[config.mk]
export PLATFORM = sky130hd
export DESIGN_NAME = fetch_prefetch_queue_flat
export DESIGN_NICKNAME = d
export VERILOG_FILES = /design/src/rtl/fetch_prefetch_queue_if.sv /design/src/rtl/fetch_prefetch_queue.sv /design/src/flat_wrapper.sv
export SDC_FILE = /design/constraint.sdc
export NUM_CORES = 1
export LEC_CHECK = 0
export ABC_AREA = 0
export BUFFER_PORTS_ARGS = -buffer_cell sky130_fd_sc_hd__buf_2
export CORE_ASPECT_RATIO = 0.6
export CORE_MARGIN = 5
export CORE_UTILIZATION = 45
export CTS_CLUSTER_SIZE = 16
export DETAILED_ROUTE_END_ITERATION = 7
export PLACE_DENSITY = 0.62
export SKIP_CTS_REPAIR_TIMING = 1
export SLEW_MARGIN = 20
export SYNTH_ARGS = -nofsm -noshare
export SYNTH_HDL_FRONTEND = slang
export SYNTH_SLANG_ARGS = --single-unit
[constraint.sdc]
create_clock -name clk -period 7.09 [get_ports clk]
set_input_delay 2.127 -clock clk [delete_from_list [all_inputs] [get_ports clk]]
set_output_delay 2.127 -clock clk [all_outputs]
set_load 0.03 [all_outputs]
[src/rtl/fetch_prefetch_queue_if.sv]
// Instruction-memory port of the prefetch queue: a valid/ready request
// channel and an in-order, always-accepted response channel.
interface fetch_prefetch_queue_if #(
    parameter int unsigned XLEN = 32
);
    logic            imem_req_valid;
    logic            imem_req_ready;
    logic [XLEN-1:0] imem_req_addr;
    logic            imem_rsp_valid;
    logic [31:0]     imem_rsp_data;

    modport master (
        output imem_req_valid,
        output imem_req_addr,
        input  imem_req_ready,
        input  imem_rsp_valid,
        input  imem_rsp_data
    );

    modport slave (
        input  imem_req_valid,
        input  imem_req_addr,
        output imem_req_ready,
        output imem_rsp_valid,
        output imem_rsp_data
    );
endinterface

[src/rtl/fetch_prefetch_queue.sv]
// Fetch stage with decoupled imem requests, an in-order PC tag FIFO and
// a DEPTH-entry instruction queue; redirects flush and drop stale replies.
module fetch_prefetch_queue #(
    parameter int unsigned     XLEN            = 32,
    parameter int unsigned     DEPTH           = 4,
    parameter int unsigned     MAX_OUTSTANDING = 2,
    parameter logic [XLEN-1:0] RESET_PC        = '0
) (
    input  logic                   clk,
    input  logic                   rst,
    input  logic                   PCSrcE,
    input  logic [XLEN-1:0]        PCTargetE,
    input  logic                   StallF,
    fetch_prefetch_queue_if.master imem,
    output logic                   ValidF,
    output logic [31:0]            InstrF,
    output logic [XLEN-1:0]        PCF,
    output logic [XLEN-1:0]        PCPlus4F
);
    localparam int AW = $clog2(DEPTH);
    localparam int CW = $clog2(DEPTH + 1);
    localparam int OW = $clog2(MAX_OUTSTANDING + 1);
    localparam int TW = (MAX_OUTSTANDING > 1) ? $clog2(MAX_OUTSTANDING) : 1;

    logic            r_run;
    logic [XLEN-1:0] r_pc;
    logic [AW-1:0]   r_rd;
    logic [AW-1:0]   r_wr;
    logic [CW-1:0]   r_count;
    logic [OW-1:0]   r_out;
    logic [OW-1:0]   r_drop;
    logic [TW-1:0]   r_trd;
    logic [TW-1:0]   r_twr;
    logic [XLEN-1:0] r_q_pc    [DEPTH];
    logic [31:0]     r_q_instr [DEPTH];
    logic [XLEN-1:0] r_tag     [MAX_OUTSTANDING];

    logic        w_req;
    logic        w_acc;
    logic        w_rsp;
    logic        w_drop_now;
    logic        w_enq;
    logic        w_pop;
    logic [31:0] w_used;

    function automatic logic [TW-1:0] tnext(input logic [TW-1:0] p);
        if (32'(p) == MAX_OUTSTANDING - 1) return '0;
        return p + TW'(1);
    endfunction

    // Credit counts queued entries plus live (non-dropped) requests.
    assign w_used     = 32'(r_count) + 32'(r_out) - 32'(r_drop);
    assign w_req      = r_run && !PCSrcE
                        && (32'(r_out) < MAX_OUTSTANDING)
                        && (w_used < DEPTH);
    assign w_acc      = w_req && imem.imem_req_ready;
    assign w_rsp      = imem.imem_rsp_valid && (r_out != '0);
    assign w_drop_now = w_rsp && (r_drop != '0);
    assign w_enq      = w_rsp && (r_drop == '0) && !PCSrcE;
    assign w_pop      = ValidF && !StallF && !PCSrcE;

    assign imem.imem_req_valid = w_req;
    assign imem.imem_req_addr  = r_pc;

    assign ValidF   = (r_count != '0);
    assign InstrF   = ValidF ? r_q_instr[r_rd] : 32'h0000_0013;
    assign PCF      = ValidF ? r_q_pc[r_rd] : '0;
    assign PCPlus4F = ValidF ? r_q_pc[r_rd] + XLEN'(4) : '0;

    always_ff @(posedge clk or negedge rst) begin
        if (!rst) begin
            r_run   <= 1'b0;
            r_pc    <= RESET_PC;
            r_rd    <= '0;
            r_wr    <= '0;
            r_count <= '0;
            r_out   <= '0;
            r_drop  <= '0;
            r_trd   <= '0;
            r_twr   <= '0;
        end else begin
            r_run <= 1'b1;
            if (w_acc) begin
                r_pc  <= r_pc + XLEN'(4);
                r_twr <= tnext(r_twr);
            end
            if (w_rsp) r_trd <= tnext(r_trd);
            r_out <= r_out + OW'(w_acc) - OW'(w_rsp);
            if (PCSrcE) begin
                r_pc    <= PCTargetE;
                r_rd    <= '0;
                r_wr    <= '0;
                r_count <= '0;
                r_drop  <= r_out - OW'(w_rsp);
            end else begin
                if (w_enq) r_wr <= r_wr + AW'(1);
                if (w_pop) r_rd <= r_rd + AW'(1);
                r_count <= r_count + CW'(w_enq) - CW'(w_pop);
                if (w_drop_now) r_drop <= r_drop - OW'(1);
            end
        end
    end

    always_ff @(posedge clk) begin
        if (w_acc) r_tag[r_twr] <= r_pc;
        if (w_enq) begin
            r_q_pc[r_wr]    <= r_tag[r_trd];
            r_q_instr[r_wr] <= imem.imem_rsp_data;
        end
    end

    a_rsp_needs_outstanding: assert property (
        @(posedge clk) disable iff (!rst)
        !(imem.imem_rsp_valid && (r_out == '0))
    );
endmodule
[src/flat_wrapper.sv]
// flat-port wrapper written by rule: the top's interface ports become plain ports
module fetch_prefetch_queue_flat 
#(
    parameter int unsigned     XLEN            = 32,
    parameter int unsigned     DEPTH           = 4,
    parameter int unsigned     MAX_OUTSTANDING = 2,
    parameter logic [XLEN-1:0] RESET_PC        = '0
)
  (clk, rst, PCSrcE, PCTargetE, StallF, ValidF, InstrF, PCF, PCPlus4F, imem_imem_req_valid, imem_imem_req_addr, imem_imem_req_ready, imem_imem_rsp_valid, imem_imem_rsp_data);
  fetch_prefetch_queue_if #(.XLEN(XLEN)) imem_i ();
  input  logic clk;
  input  logic rst;
  input  logic PCSrcE;
  input  logic [XLEN-1:0] PCTargetE;
  input  logic StallF;
  output logic ValidF;
  output logic [31:0] InstrF;
  output logic [XLEN-1:0] PCF;
  output logic [XLEN-1:0] PCPlus4F;
  output wire logic [$bits(imem_i.imem_req_valid)-1:0] imem_imem_req_valid;
  output wire logic [$bits(imem_i.imem_req_addr)-1:0] imem_imem_req_addr;
  input wire logic [$bits(imem_i.imem_req_ready)-1:0] imem_imem_req_ready;
  input wire logic [$bits(imem_i.imem_rsp_valid)-1:0] imem_imem_rsp_valid;
  input wire logic [$bits(imem_i.imem_rsp_data)-1:0] imem_imem_rsp_data;
  assign imem_imem_req_valid = imem_i.imem_req_valid;
  assign imem_imem_req_addr = imem_i.imem_req_addr;
  assign imem_i.imem_req_ready = imem_imem_req_ready;
  assign imem_i.imem_rsp_valid = imem_imem_rsp_valid;
  assign imem_i.imem_rsp_data = imem_imem_rsp_data;
  fetch_prefetch_queue #(.XLEN(XLEN), .DEPTH(DEPTH), .MAX_OUTSTANDING(MAX_OUTSTANDING), .RESET_PC(RESET_PC)) u_core (.clk(clk), .rst(rst), .PCSrcE(PCSrcE), .PCTargetE(PCTargetE), .StallF(StallF), .imem(imem_i), .ValidF(ValidF), .InstrF(InstrF), .PCF(PCF), .PCPlus4F(PCPlus4F));
endmodule
======== Word level (Yosys, flattened, before mapping) ========
Memories as Yosys holds them, arrays and structs flattened.
Index checks and enable logic that the tools add are counted.
Widths: inputs -> output; s select.
storage, ports and cells
  register bits after elaboration ......... 46
  memory bits (writable) .................. 320
  input bits .............................. 70
  memories kept ........................... 3
cells by class
  $add $sub $neg .......................... 14
  $lt $le $gt $ge ......................... 2
  mux-type cells .......................... 24
  reductions and logical operators ........ 20
memory list
  memory            words  width  rd ports  clocked after memory_dff  write ports  line                        RTL
  u_core.r_q_instr  4      32     1         0                         1            fetch_prefetch_queue.sv:35  logic [31:0] r_q_instr [DEPTH];
  u_core.r_q_pc     4      32     1         0                         1            fetch_prefetch_queue.sv:34  logic [XLEN-1:0] r_q_pc [DEPTH];
  u_core.r_tag      2      32     1         0                         1            fetch_prefetch_queue.sv:36  logic [XLEN-1:0] r_tag [MAX_OUTSTANDING];
operator list
  kind                   number
  $mux 32                5
  $add 32x3->32 const B  2
  $lt 32x3->1 const B    1
  $sub 32x2->32          1
  $mux 1                 12
  $mux 2                 6
  $reduce_bool 2->1      6
  $logic_and 1x1->1      10
  $add 2x1->2 const B    2
  $add 3x2->4            1
  $sub 2x1->2            2
  $add 3x1->3            1
  $mux 3                 1
  $reduce_bool 3->1      1
  $sub 3x1->3            1
  $add 1x1->1 const B    2
  $add 2x1->2            1
  $logic_not 1->1        2
  $logic_not 2->1        1
  $lt 2x2->1 const B     1
  $sub 2x1->2 const B    1

======== Logic depth before layout (Yosys ltp) ========
Gate-level depths: netlist of the first run.
  word-level depth ........................ 7
  mapped depth ............................ 15
  gate-level depth less buffers ........... 12

======== Worst setup path after synthesis of the first run ========
OpenSTA, ideal clock, no wires.
  kind .................................... in2out
  start point ............................. input port PCSrcE
  end point ............................... output port imem_imem_req_valid
  arrival ................................. 3.134 ns
  path slack .............................. 1.829 ns
  stages on the path ...................... 5
  cells stage by stage .................... clkbuf_1 nor2_1 and4b_1 clkbuf_1 and2_1
between the ends
  cells in the longest elaborated chain, start to end .. 4
ends and longest elaborated chain
  element             line                        RTL
  start: declaration  flat_wrapper.sv:13          input logic PCSrcE;
  $logic_not 1->1     fetch_prefetch_queue.sv:53  assign w_req = r_run && !PCSrcE
  $logic_and 1x1->1   fetch_prefetch_queue.sv:53
  $logic_and 1x1->1   fetch_prefetch_queue.sv:54  && (32'(r_out) < MAX_OUTSTANDING)
  $logic_and 1x1->1   fetch_prefetch_queue.sv:55  && (w_used < DEPTH);
  end: declaration    flat_wrapper.sv:20          output wire logic [$bits(imem_i.imem_req_valid)-1:0] imem_imem_req_valid;
Every way passes these cells.

======== Final worst setup path of the first run ========
  start point ............................. register u_core.r_rd[0]
  end point ............................... output port PCPlus4F[31]
between the ends
  cells in the longest elaborated chain, start to end .. 3
ends and longest elaborated chain
  element                   line                        RTL
  start: declaration        fetch_prefetch_queue.sv:27  logic [AW-1:0] r_rd;
  start signal: assignment  fetch_prefetch_queue.sv:97  if (w_pop) r_rd <= r_rd + AW'(1);
  $mem_v2 4x32              -
  $add 32x3->32             fetch_prefetch_queue.sv:68  assign PCPlus4F = ValidF ? r_q_pc[r_rd] + XLEN'(4) : '0;
  $mux 32                   fetch_prefetch_queue.sv:68
  end: declaration          flat_wrapper.sv:19          output logic [XLEN-1:0] PCPlus4F;
Every way passes these cells.

==> results of run 1 <==
routing by layer:
metal	vias up	global-route usage
met3	40	0.0365
met1	4527	0.284
met4	2	0.0319
li1	4000	-
met2	329	0.284
met5	-	0.0161
Yosys cell counts, drive strengths merged (2+ instances only):
| cell | count |
|---|---|
| a21o | 8 |
| a21oi | 16 |
| a221o | 8 |
| a22oi | 2 |
| a31oi | 3 |
| and2 | 70 |
| and3 | 10 |
| buf | 18 |
| clkbuf | 26 |
| dfrtp | 46 |
| edfxtp | 320 |
| fa | 2 |
| ha | 15 |
| inv | 28 |
| mux2 | 35 |
| mux4 | 64 |
| nand2 | 42 |
| nand3 | 24 |
| nand4 | 23 |
| nor2 | 55 |
| nor2b | 4 |
| nor3 | 13 |
| nor4 | 2 |
| o211ai | 3 |
| o21ai | 19 |
| o21bai | 3 |
| o31a | 5 |
| o31ai | 4 |
| or2 | 4 |
| or3 | 6 |
| or4 | 5 |
| xnor2 | 18 |
| xor2 | 23 |
critical path, cell delays in order, from the launching register on:
cell	delay (ns)
dfrtp_4	0.97
mux4_1	0.57
nand4_2	0.20
nor2_1	0.79
nand4_1	0.20
xor2_1	0.19
nor2_1	0.34
buf_2	0.29
cell families (layout without fill, tap and decap cells):
logic type               count (synthesis)  count (layout)
AO/OA/AOI/OAI                           73              73
other                                    1               1
multiplexers                           100             100
adder cells (fa/ha/maj)                 17              17
buffers and inverters                   72             298
flip-flops                             366             366
AND/OR/NAND/NOR                        264             264
XOR/XNOR                                41              41
worst min path at each step:
| stage | start | end | slack (ns) | cells past startpoint |
|---|---|---|---|---|
| final | u_core.r_twr | u_core.r_twr | 0.52 | 1 |
| after global routing | u_core.r_twr | u_core.r_twr | 0.55 | 1 |
| after CTS | u_core.r_twr | u_core.r_twr | 0.52 | 1 |
| after detailed placement | u_core.r_twr | u_core.r_twr | 0.51 | 1 |
| after global placement | u_core.r_twr | u_core.r_twr | 0.50 | 1 |
| after floorplan | u_core.r_twr | u_core.r_twr | 0.46 | 1 |
power by group:
group / internal, mW / switching [mW]
combinational: 0.760 / 1.48
clock: 1.14 / 0.761
sequential: 2.52 / 0.193
total: 4.42 / 2.44
stage by stage:
stage / utilization / hold WS (ns)
6_report: 0.534 / 0.517
5_1_grt: 0.534 / 0.549
4_1_cts: 0.534 / 0.519
3_5_place_dp: 0.500 / 0.511
3_3_place_gp: 0.500 / 0.501
2_1_floorplan: - / 0.460
cell type report:
class                           instances  area, um^2  share of cell area
Clock buffer                           46         960              0.0531
Multi-Input combinational cell        496        4400               0.244
Sequential cell                       366       10800               0.596
Tap cell                              459         574              0.0318
Clock inverter                         16         196              0.0109
Inverter                               28         105             0.00582
Timing Repair Buffer                  208        1060              0.0589
flip-flops by register name, indices dropped and copies added, names as in the netlist:
name                       flops
u_core.r_q_instr             128
u_core.r_q_pc                128
u_core.r_tag                  64
u_core.imem.imem_req_addr     32
u_core.r_count                 3
u_core.r_drop                  2
u_core.r_out                   2
u_core.r_rd                    2
u_core.r_wr                    2
u_core.r_run                   1
u_core.r_trd                   1
u_core.r_twr                   1
==> impl_metrics.tcl, run 1 <==
set metrics [dict create \
    drive_gt1_frac 0.321 \
    synth_xor_xnor_area_share 0.0232 \
    cts-root-buf "clkbuf_16" \
    hp-class "reg2reg" \
    ys_async_sr_fraction 0.126 \
    fill_cells 2775 \
    synth_edf_count 320 \
    die_area_um2 38300 \
    htreeDepth 2 \
    synth_top_family_by_area "multiplexers" \
    syn_area_um2 15500 \
    hpwlAfterDp_mm 23.2 \
    synth_cell_types 51 \
    start_util 0.457 \
    fmax_mhz 160 \
    final_cell_mix "edfxtp_1, buf_2, and2_1" \
    gp_congestion 0.858 \
    rrSetupSlack_ns 2.64 \
    die_w_um 249 \
    grt_pass1_wl_mm 55.6 \
    rr_endpoint "u_core.r_tag[1][9]" \
    power_density_nw_per_um2 379 \
    grt_max_degree 65 \
    fp-row-count 52 \
    worst_pin_slew_ns 1.09 \
    min_period_over_period 0.879 \
    wl_met2_mm 16.0 \
    layout_commonest_cell "edfxtp_1" \
    drtAntennaViolNets 0 \
    drc 0 \
    irDropWorstVdd_mv 0.243 \
    die-height_um 154 \
    ys_seq_area_frac 0.696 \
    start_kind "flip-flop" \
    drtIter0Drc 710 \
    synth_adder_area_share 0.0147 \
    synth_compound_area_frac 0.0315 \
    grt_pass1_vias 9098 \
    ys_warn_count 0 \
    crit_end "PCPlus4F[31]" \
    track_usage 0.186 \
    path_clk_slew_ns 0.06 \
    relSlewSlack 0.270 \
    vias_per_cell 5.50 \
    dpl.cell_count 1557 \
    synth_mux_area_frac 0.120 \
    path_max_fanout 41 \
    finalHoldViolCount 0 \
    finalSetupViolCount 0 \
    path_class "reg2out" \
    io_pins 200 \
    nets 1223 \
    p_total_mw 6.85 \
    crit_required_ns 4.96 \
    antenna_found_initial 1 \
    p_leak_nw 6.49 \
    top_layer_used "met5" \
    yosysTopAreaCellShare 0.621 \
    overflow 0 \
    syn_inst 934 \
    r2r_cells 12 \
    ys_seq_elements 366 \
    synth_area_leaders "edfxtp_1, mux4_2, dfrtp_1" \
    synth_ff_type "edfxtp_1" \
    setup_slack_ns 0.857 \
    yosys.area_share.simple 0.0944 \
    cap_violations 0 \
    syn_area_per_cell_um2 16.6 \
    outcome "complete, no violations" \
    yosys.area.top_type "edfxtp_1" \
    vias 8898 \
    tns_ns 0 \
    area_growth_pct 16.9 \
    wire_per_inst_um 22.1 \
    r2r_start "u_core.r_out[0]" \
    wl_met1_mm 16.9 \
    critPathCaptureType "primary output" \
    rsz0062_at_grt "no" \
    fin_area_um2 18100 \
    worstPathArrival_ns 4.11 \
    dp_worst_setup_slack_ns 1.44 \
    syn_nets 1021 \
    first_pass_iters 5 \
    clk_latency_ns 0.51 \
    crit_start "u_core.r_rd[0]" \
    place_area_um2 16900 \
    stdcell_count 1619 \
    antennaDiodeCount 0 \
    clock-sinks 366 \
    port_buffers 199 \
    finClkSkew_ns 0.0150 \
    cts_made_buffers 36 \
    wl_met3_mm 2.43 \
    drv_slew 0 \
    fin_crit_ns 6.23 \
    totalWireLength_mm 35.8 \
    coreArea_um2 33800 \
    cts_tree "built" \
    cts.path.max_buffers 3 \
]
Note: power is estimated with default switching activity, not from simulation.
==> inputs of run 2 (changes only) <==
--- a/config.mk
+++ b/config.mk
@@ -12,6 +12,7 @@
 export CORE_UTILIZATION = 45
 export CTS_CLUSTER_SIZE = 16
 export DETAILED_ROUTE_END_ITERATION = 7
+export GPL_TIMING_DRIVEN = 0
 export PLACE_DENSITY = 0.62
 export SKIP_CTS_REPAIR_TIMING = 1
 export SLEW_MARGIN = 20
==> run 2 against run 1 <==
Against the previous run: design area grew 1.8%; worst hold slack worse by 0.0048 ns; setup slack improved by 0.20 ns; register-to-register slack got worse by 0.05 ns; final cell count grew 2.5%; critical path type unchanged; highest routed layer unchanged.
==> impl_metrics.tcl, run 2 (synthesized netlist as in run 1, its figures left out) <==
set metrics [dict create \
    port_buffers 197 \
    antennaDiodeCount 0 \
    cts-root-buf "clkbuf_16" \
    worstPathCellList "buf_2 -> buf_2 -> mux4_2 -> ha_1 -> nand3_1 -> nor2_1 -> nand4_1 -> xor2_1 -> nor2_1 -> buf_2" \
    fin_crit_ns 6.03 \
    antenna_found_initial 4 \
    min_period_over_period 0.850 \
    drtIter0Drc 910 \
    gp_congestion 0.865 \
    worstPathArrival_ns 3.90 \
    worst_pin_slew_ns 1.03 \
    relSlewSlack 0.308 \
    tns_ns 0 \
    nets 1261 \
    clk_latency_ns 0.52 \
    clock-sinks 366 \
    overflow 0 \
    hp-class "reg2reg" \
    final_cell_mix "edfxtp_1, buf_2, and2_1" \
    dpl.cell_count 1596 \
    area_growth_pct 18.9 \
    die_area_um2 38300 \
    fill_cells 2777 \
    first_pass_iters 4 \
    finalHoldViolCount 0 \
    wire_per_inst_um 22.5 \
    htreeDepth 2 \
    start_util 0.457 \
    power_density_nw_per_um2 382 \
    rrSetupSlack_ns 2.59 \
    grt_max_degree 47 \
    die-height_um 154 \
    finClkSkew_ns 0.0198 \
    fp-row-count 52 \
    grt_pass1_vias 9073 \
    crit_top_cell "buf_2" \
    grt_pass1_wl_mm 57.1 \
    start_kind "flip-flop" \
    hpwlAfterDp_mm 25.8 \
    track_usage 0.193 \
    finalSetupViolCount 0 \
    cts_tree "built" \
    critPathCaptureType "primary output" \
    cts_made_buffers 35 \
    irDropWorstVdd_mv 0.278 \
    vias_per_cell 5.43 \
    drtAntennaViolNets 0 \
    path_clk_slew_ns 0.06 \
    crit_required_ns 4.96 \
    vias 9016 \
    die_w_um 249 \
    stdcell_count 1659 \
    drv_slew 0 \
    largest_registers "u_core.r_q_instr: 128 flops, u_core.r_q_pc: 128 flops, u_core.r_tag: 64 flops" \
    cap_violations 0 \
    p_leak_nw 6.66 \
    coreArea_um2 33800 \
    drc 0 \
    worst_path_largest_cell_delay_ns 0.76 \
    fmax_mhz 166 \
    fin_util 0.544 \
    io_pins 200 \
    totalWireLength_mm 37.4 \
    cts.path.max_buffers 3 \
    crit_path_top_delay_cell "nor2_1" \
    drive_gt1_frac 0.322 \
    rsz0062_at_grt "no" \
    path_class "reg2out" \
    path_max_fanout 10 \
    outcome "complete, no violations" \
    layout_commonest_cell "edfxtp_1" \
]
-- run 2: power by group --
group | internal (mW) | leakage [nW] | total (mW) | switching (mW)
Sequential | 2.52 | 3.45 | 2.61 | 0.0937
Combinational | 0.804 | 2.62 | 2.44 | 1.64
Clock | 1.17 | 0.593 | 1.96 | 0.792
Total | 4.49 | 6.66 | 7.02 | 2.52
-- run 2: layout make-up --
type                            instances  area [um^2]  share of cell area
Sequential cell                       366        10800               0.585
Multi-Input combinational cell        496         4410               0.240
Timing Repair Buffer                  203         1130              0.0615
Clock buffer                           47          993              0.0540
Tap cell                              459          574              0.0312
Buffer                                 44          211              0.0115
Clock inverter                         16          209              0.0114
Inverter                               28          105             0.00572
-- run 2: critical path, delay by kind of cell, from the launching register on --
kind	cells	cell delay (ns)
xor+xnor	1	0.20
fa+ha+maj	1	0.27
simple gates	4	1.22
mux	1	0.39
flops	1	0.39
buf+inv	3	0.92
-- run 2: final timing paths --
check | start | to | cells past startpoint
min in group asynchronous | rst | u_core.imem.imem_req_addr[24] | 1
worst min-delay path | u_core.imem.imem_req_addr[0] | u_core.r_tag[1][0] | 0
worst max-delay path | u_core.r_rd[1] | PCPlus4F[28] | 10
worst max register to register | u_core.r_out[0] | u_core.r_tag[1][13] | 14
worst min register to register | u_core.imem.imem_req_addr[0] | u_core.r_tag[1][0] | 0
max in group asynchronous | rst | u_core.imem.imem_req_addr[14] | 1
-- run 2: routing by layer --
| metal | global-route usage | routed length, um | up-vias |
|---|---|---|---|
| li1 | - | - | 4075 |
| met1 | 0.302 | 18000 | 4610 |
| met2 | 0.282 | 16100 | 297 |
| met3 | 0.0493 | 2800 | 32 |
| met4 | 0.0295 | 387 | 2 |
| met5 | 0 | 13 | - |
-- run 2: per-stage QoR --
| step | area (um^2) | total power [mW] | setup slack (ns) | hold WS (ns) |
|---|---|---|---|---|
| final | 18400 | 7.02 | 1.06 | 0.513 |
| after floorplan | 15500 | 4.33 | 1.83 | 0.460 |
| after global routing | 18400 | 7.37 | 0.815 | 0.514 |
| after detailed placement | 17200 | 5.13 | 1.58 | 0.482 |
| after CTS | 18400 | 7.10 | 1.07 | 0.498 |
| after global placement | 17000 | 5.10 | 0.335 | 0.476 |
